## src/rtl/muldiv_unit_if.sv

```systemverilog
`default_nettype none
// ============================================================================
// Module      : muldiv_unit_if
// Description : Request/response bundle between issue logic and muldiv_unit.
// Revision    : 1.0 - initial release
// ============================================================================
interface muldiv_unit_if;
    logic        start;
    logic [2:0]  funct3;
    logic [31:0] rs1_data;
    logic [31:0] rs2_data;
    logic [4:0]  rd_in;
    logic        busy;
    logic        done;
    logic [31:0] result;
    logic [4:0]  rd_out;
    logic        reg_write;

    modport master (
        output start, funct3, rs1_data, rs2_data, rd_in,
        input  busy, done, result, rd_out, reg_write
    );

    modport slave (
        input  start, funct3, rs1_data, rs2_data, rd_in,
        output busy, done, result, rd_out, reg_write
    );
endinterface
`default_nettype wire

```

## src/rtl/muldiv_unit.sv

```systemverilog
`default_nettype none
// ============================================================================
// Module      : muldiv_unit
// Description : Iterative RV32M multiply/divide unit, one radix-2 step/cycle.
// Revision    : 1.0 - initial release
// ============================================================================
module muldiv_unit (
    input  wire logic     clk,
    input  wire logic     reset,
    muldiv_unit_if.slave  bus
);
    localparam logic [1:0] c_IDLE = 2'd0;
    localparam logic [1:0] c_CALC = 2'd1;
    localparam logic [1:0] c_FIX  = 2'd2;
    localparam logic [1:0] c_DONE = 2'd3;

    logic [1:0]  r_state;
    logic [1:0]  w_state_nxt;
    logic [5:0]  r_cnt;
    logic [2:0]  r_op;
    logic [4:0]  r_rd;
    logic        r_neg_q;
    logic        r_neg_r;
    logic [63:0] r_acc;
    logic [31:0] r_b;
    logic [31:0] r_result;
    logic [4:0]  r_rd_out;

    logic        w_sgn_a, w_sgn_b, w_sa, w_sb;
    logic [31:0] w_mag_a, w_mag_b;
    logic        w_div0, w_ovf, w_fast;
    logic [31:0] w_fast_res;
    logic [32:0] w_mul_sum;
    logic [63:0] w_mul_nxt;
    logic [32:0] w_div_sh, w_div_diff;
    logic        w_div_ok;
    logic [63:0] w_div_nxt;
    logic [63:0] w_prod;
    logic [31:0] w_quo, w_rem;
    logic [31:0] w_fix_res;
    logic        w_busy, w_done, w_reg_write;

    assign w_sgn_a = (bus.funct3 == 3'b001) || (bus.funct3 == 3'b010) ||
                     (bus.funct3 == 3'b100) || (bus.funct3 == 3'b110);
    assign w_sgn_b = (bus.funct3 == 3'b001) || (bus.funct3 == 3'b100) ||
                     (bus.funct3 == 3'b110);
    assign w_sa    = w_sgn_a & bus.rs1_data[31];
    assign w_sb    = w_sgn_b & bus.rs2_data[31];
    assign w_mag_a = w_sa ? (32'd0 - bus.rs1_data) : bus.rs1_data;
    assign w_mag_b = w_sb ? (32'd0 - bus.rs2_data) : bus.rs2_data;

    assign w_div0  = bus.funct3[2] && (bus.rs2_data == 32'd0);
    assign w_ovf   = bus.funct3[2] && !bus.funct3[0] &&
                     (bus.rs1_data == 32'h8000_0000) && (bus.rs2_data == 32'hFFFF_FFFF);
    assign w_fast  = w_div0 || w_ovf;
    assign w_fast_res = w_div0 ? (bus.funct3[1] ? bus.rs1_data : 32'hFFFF_FFFF)
                               : (bus.funct3[1] ? 32'd0 : 32'h8000_0000);

    // Multiply: product grows into the high half while the multiplier shifts out the low half
    assign w_mul_sum = {1'b0, r_acc[63:32]} + (r_acc[0] ? {1'b0, r_b} : 33'd0);
    assign w_mul_nxt = {w_mul_sum, r_acc[31:1]};

    // Divide: high half is the partial remainder, low half shifts dividend out / quotient in
    assign w_div_sh   = {r_acc[63:32], r_acc[31]};
    assign w_div_diff = w_div_sh - {1'b0, r_b};
    assign w_div_ok   = !w_div_diff[32];
    assign w_div_nxt  = {(w_div_ok ? w_div_diff[31:0] : w_div_sh[31:0]), r_acc[30:0], w_div_ok};

    assign w_prod = r_neg_q ? (64'd0 - r_acc) : r_acc;
    assign w_quo  = r_neg_q ? (32'd0 - r_acc[31:0]) : r_acc[31:0];
    assign w_rem  = r_neg_r ? (32'd0 - r_acc[63:32]) : r_acc[63:32];

    always_comb begin
        w_fix_res = w_rem;
        case (r_op)
            3'b000:                 w_fix_res = w_prod[31:0];
            3'b001, 3'b010, 3'b011: w_fix_res = w_prod[63:32];
            3'b100, 3'b101:         w_fix_res = w_quo;
            default:                w_fix_res = w_rem;
        endcase
    end

    always_ff @(posedge clk) begin
        if (!reset) r_state <= c_IDLE;
        else        r_state <= w_state_nxt;
    end

    always_comb begin
        w_state_nxt = r_state;
        case (r_state)
            c_IDLE:  if (bus.start) w_state_nxt = w_fast ? c_DONE : c_CALC;
            c_CALC:  if (r_cnt == 6'd31) w_state_nxt = c_FIX;
            c_FIX:   w_state_nxt = c_DONE;
            default: w_state_nxt = c_IDLE;
        endcase
    end

    always_comb begin
        w_busy      = (r_state != c_IDLE);
        w_done      = (r_state == c_DONE);
        w_reg_write = w_done && (r_rd_out != 5'd0);
    end

    always_ff @(posedge clk) begin
        if (!reset) begin
            r_cnt    <= 6'd0;
            r_op     <= 3'd0;
            r_rd     <= 5'd0;
            r_neg_q  <= 1'b0;
            r_neg_r  <= 1'b0;
            r_acc    <= 64'd0;
            r_b      <= 32'd0;
            r_result <= 32'd0;
            r_rd_out <= 5'd0;
        end else begin
            case (r_state)
                c_IDLE: if (bus.start) begin
                    r_op    <= bus.funct3;
                    r_rd    <= bus.rd_in;
                    r_neg_q <= w_sa ^ w_sb;
                    r_neg_r <= w_sa;
                    r_cnt   <= 6'd0;
                    if (bus.funct3[2]) begin
                        r_acc <= {32'd0, w_mag_a};
                        r_b   <= w_mag_b;
                    end else begin
                        r_acc <= {32'd0, w_mag_b};
                        r_b   <= w_mag_a;
                    end
                    if (w_fast) begin
                        r_result <= w_fast_res;
                        r_rd_out <= bus.rd_in;
                    end
                end
                c_CALC: begin
                    r_cnt <= r_cnt + 6'd1;
                    r_acc <= r_op[2] ? w_div_nxt : w_mul_nxt;
                end
                c_FIX: begin
                    r_result <= w_fix_res;
                    r_rd_out <= r_rd;
                end
                default: ;
            endcase
        end
    end

    assign bus.busy      = w_busy;
    assign bus.done      = w_done;
    assign bus.result    = r_result;
    assign bus.rd_out    = r_rd_out;
    assign bus.reg_write = w_reg_write;
endmodule
`default_nettype wire

```

## src/flat_wrapper.sv

```systemverilog
// flat-port wrapper written by rule: the top's interface ports become plain ports
module muldiv_unit_flat 
  (clk, reset, bus_start, bus_funct3, bus_rs1_data, bus_rs2_data, bus_rd_in, bus_busy, bus_done, bus_result, bus_rd_out, bus_reg_write);
  muldiv_unit_if bus_i ();
  input  wire logic clk;
  input  wire logic reset;
  input wire logic [$bits(bus_i.start)-1:0] bus_start;
  input wire logic [$bits(bus_i.funct3)-1:0] bus_funct3;
  input wire logic [$bits(bus_i.rs1_data)-1:0] bus_rs1_data;
  input wire logic [$bits(bus_i.rs2_data)-1:0] bus_rs2_data;
  input wire logic [$bits(bus_i.rd_in)-1:0] bus_rd_in;
  output wire logic [$bits(bus_i.busy)-1:0] bus_busy;
  output wire logic [$bits(bus_i.done)-1:0] bus_done;
  output wire logic [$bits(bus_i.result)-1:0] bus_result;
  output wire logic [$bits(bus_i.rd_out)-1:0] bus_rd_out;
  output wire logic [$bits(bus_i.reg_write)-1:0] bus_reg_write;
  assign bus_i.start = bus_start;
  assign bus_i.funct3 = bus_funct3;
  assign bus_i.rs1_data = bus_rs1_data;
  assign bus_i.rs2_data = bus_rs2_data;
  assign bus_i.rd_in = bus_rd_in;
  assign bus_busy = bus_i.busy;
  assign bus_done = bus_i.done;
  assign bus_result = bus_i.result;
  assign bus_rd_out = bus_i.rd_out;
  assign bus_reg_write = bus_i.reg_write;
  muldiv_unit u_core (.clk(clk), .reset(reset), .bus(bus_i));
endmodule
```

## config.mk

```make
export PLATFORM = sky130hd
export DESIGN_NAME = muldiv_unit_flat
export DESIGN_NICKNAME = d
export VERILOG_FILES = /design/src/rtl/muldiv_unit_if.sv /design/src/rtl/muldiv_unit.sv /design/src/flat_wrapper.sv
export SDC_FILE = /design/constraint.sdc
export NUM_CORES = 1
export LEC_CHECK = 0
export CELL_PAD_IN_SITES_DETAIL_PLACEMENT = 0
export CELL_PAD_IN_SITES_GLOBAL_PLACEMENT = 1
export CORE_MARGIN = 2
export CORE_UTILIZATION = 44
export DETAILED_ROUTE_END_ITERATION = 10
export PLACE_DENSITY_LB_ADDON = 0.1
export SETUP_SLACK_MARGIN = 0.15
export SLEW_MARGIN = 20
export SYNTH_ARGS = -nofsm -noshare
export SYNTH_HDL_FRONTEND = slang
export SYNTH_SLANG_ARGS = --single-unit
```

## constraint.sdc

```tcl
create_clock -name clk -period 4.6 [get_ports clk]
set_input_delay 0.92 -clock clk [delete_from_list [all_inputs] [get_ports clk]]
set_output_delay 0.92 -clock clk [all_outputs]
set_load 0.005 [all_outputs]
```

==> impl_metrics.py <==
metrics = {
    "run_status": {
        "status": "complete, no violations",
    },
    "placement": {
        "placed_cells": 2586,
        "place_hpwl_um": 44500,
        "port_buffers": 114,
        "place.gp.congestion": 0.964,
    },
    "sta": {
        "maxSlewViolCount": 0,
        "rsz0062_at_grt": "no",
        "finalCritPeriodShare": 0.881,
        "max_clock_freq_mhz": 247,
        "post-route-min-period_ps": 4050,
        "hold_viol": 0,
        "whs_ps": 452,
        "setup_viol": 0,
        "setup_tns_ps": 0,
        "worst_pin_slew_ps": 1130,
        "finClkSkew_ps": 11.9,
        "slew_headroom": 0.248,
    },
    "critical_path": {
        "crit_fanout": 4,
        "worst-endpoint-required_ps": 4910,
        "worstSetupPathType": "primary input to register",
        "critPathMaxStageDelay_ps": 630,
        "cp_cell_sequence": "clkdlybuf4s50_1 > or3_1 > or4_1 > or4_1 > or4_1 > o41ai_1 > xor2_1 > a21oi_1 > nor3_1 > nor3_1",
        "cp_data_arrival_time_ps": 4370,
        "cp-start-kind": "primary input",
        "cp_common_cell": "or4_1",
        "cpMaxStageDelayCell": "or4_1",
        "end_kind": "register",
    },
    "pwr": {
        "leakagePower_nw": 6.59,
        "peakVddDrop_mv": 0.328,
        "totalPowerFinal_mw": 7.35,
        "p_per_area_mw_per_mm2": 431,
    },
    "global_route": {
        "grt_pass1_wl_um": 89200,
        "grt_pass1_vias": 15100,
        "top_usage_layer": "met2",
        "grtUsageMet1": 0.453,
        "gr-usage-met2": 0.504,
        "grt_max_degree": 60,
        "grt_overflow_total": 0,
        "antenna_found_initial": 2,
        "grt_use_met3": 0.0440,
        "grtUsageTotal": 0.321,
    },
    "die": {
        "start_util": 0.445,
        "coreArea_mm2": 0.0334,
        "rows": 67,
        "io_pins": 115,
        "die_h_um": 188,
        "fp.dieArea_mm2": 0.0353,
        "die_w_um": 188,
    },
    "clocking": {
        "root_buffer": "clkbuf_16",
        "clk_pin_slew_ps": 80,
        "clk_latency_ps": 450,
        "htreeDepth": 4,
        "numCtsBuffers": 17,
        "cts_resized": 0,
        "cts.sinks": 151,
        "cts_setup_buffers": 0,
        "cts_tree": "built",
        "ctsHoldBuffers": 0,
        "clk_path_buf_depth": 2,
    },
    "logic_synthesis": {
        "ys_async_sr_fraction": 0,
        "syn_area_per_cell_um2": 7.05,
        "synthFlopType": "dfxtp_1",
        "syn_area_mm2": 0.0149,
        "syn-instance-count": 2113,
        "synth_edf_count": 0,
        "yosys_register_bits": 151,
        "synthDistinctLibCells": 72,
        "seq_area_frac_synth": 0.203,
        "syn-num-nets": 2265,
        "yosys_warnings": 0,
    },
    "finish": {
        "seq_area_mm2": 0.00303,
        "final_common_cell": "nand2_1",
        "final_nets": 2309,
        "multi_input_area_mm2": 0.0111,
        "final_cell_mix": "215 x nand2_1, 209 x o21ai_0, 208 x a21oi_1, 188 x nor2_1, 149 x dfxtp_1",
        "drive_above_1_share": 0.0696,
        "n_fill_cell": 3381,
        "insertedDiodeCount": 0,
        "syn_to_final_growth_pct": 14.7,
        "finalNonFillerCells": 2618,
    },
    "detailed_routing": {
        "wire_per_inst_um": 22.1,
        "first_iter_violations": 1645,
        "drt_first_pass_iters": 6,
        "wirelength_um": 57900,
        "viasPerCell": 6.24,
        "drtAntennaViolNets": 0,
        "vias": 16300,
        "drc": 0,
    },
    "job": {
        "maxCapViolations": 0,
    },
    "hold_path": {
        "hold_path.class": "register to register",
    },
}
==> state kept, by name (all words and copies together), names as in the netlist <==
signal and flops:
u_core.r_b 32, u_core.r_neg_q 1, u_core.r_state 2, u_core.r_op 3, u_core.r_rd 5, u_core.r_neg_r 1, u_core.r_acc 64, u_core.r_cnt 6
u_core.bus.result 32, u_core.bus.rd_out 5
==> cell families (layout without fill, tap and decap cells) <==
logic type | count (synthesis) | after routing | synth area share
AOI/OAI and AO/OA | 744 | 744 | 0.311
and+or+nand+nor | 678 | 678 | 0.214
buffers and inverters | 220 | 277 | 0.0560
xor gates and xnor gates | 178 | 178 | 0.105
DFF | 151 | 151 | 0.203
adders and majority gates | 77 | 77 | 0.0657
muxes | 65 | 65 | 0.0457
==> critical path: cells and delay by family <==
family / cells / cell delay (ps)
buffers and inverters: 1 / 470
xor gates and xnor gates: 1 / 240
AOI/OAI and AO/OA: 2 / 450
and+or+nand+nor: 6 / 2280
==> through the flow <==
stage                util  area [um2]  setup slack [ps]
CTS                 0.511       17100               602
global placement    0.493       16500               168
floorplan               -       14900               920
detailed placement  0.493       16500               145
global route        0.511       17100               398
finish              0.511       17100               547
==> final timing paths <==
kind	startpoint	cells past startpoint	slack (ps)	endpoint
setup / recovery	bus_rs1_data[1]	10	550	u_core.r_acc[27]$_SDFFE_PN0P_
hold / removal	u_core.r_b[13]$_SDFFE_PN0P_	2	450	u_core.r_b[13]$_SDFFE_PN0P_
setup reg to reg	u_core.r_acc[16]$_SDFFE_PN0P_	9	630	u_core.bus.result[30]$_SDFFE_PN0P_
hold reg to reg	u_core.r_b[13]$_SDFFE_PN0P_	2	450	u_core.r_b[13]$_SDFFE_PN0P_
==> synthesized netlist by cell type, drive strengths merged, types with 13 or more instances <==
master    n  area [um2]
a31oi    27         169
inv      71         267
and3     15        93.8
clkbuf  123         463
mux2i    41         410
ha       75         938
a22oi    26         195
o21ai   211        1060
nand2b   25         156
dfxtp   151        3020
or4      18         139
o41ai    15         131
nand4    23         144
o22ai    26         163
o31ai    34         279
o21a     14         105
nand3    51         255
a21oi   209        1050
or3      27         169
nor3     37         185
xor2     93         815
nor4     18         113
a211oi   48         360
nor2b    13        81.3
nor2    189         709
mux2     24         270
xnor2    85         744
buf      25         100
a21o     35         263
o211ai   25         188
nand2   216         811
==> per-layer routing <==
metal / share of wire / vias up
met5: 0.00031 / -
met4: 0.027 / 4
met3: 0.073 / 92
met2: 0.44 / 693
met1: 0.46 / 7749
li1: - / 7792
==> cell type report <==
cell class                      instances  area share
Multi-Input combinational cell       1742       0.647
Sequential cell                       151       0.177
Timing Repair Buffer                  173      0.0929
Tap cell                              448      0.0328
Clock buffer                           17      0.0249
Inverter                               72      0.0158
Clock inverter                         15     0.00894
==> power breakdown <==
group          switching, mW  internal (mW)
Clock                  0.703          0.727
Combinational           2.46           1.49
Sequential             0.412           1.57
Total                   3.57           3.78
(Power assumes the default switching activity.)
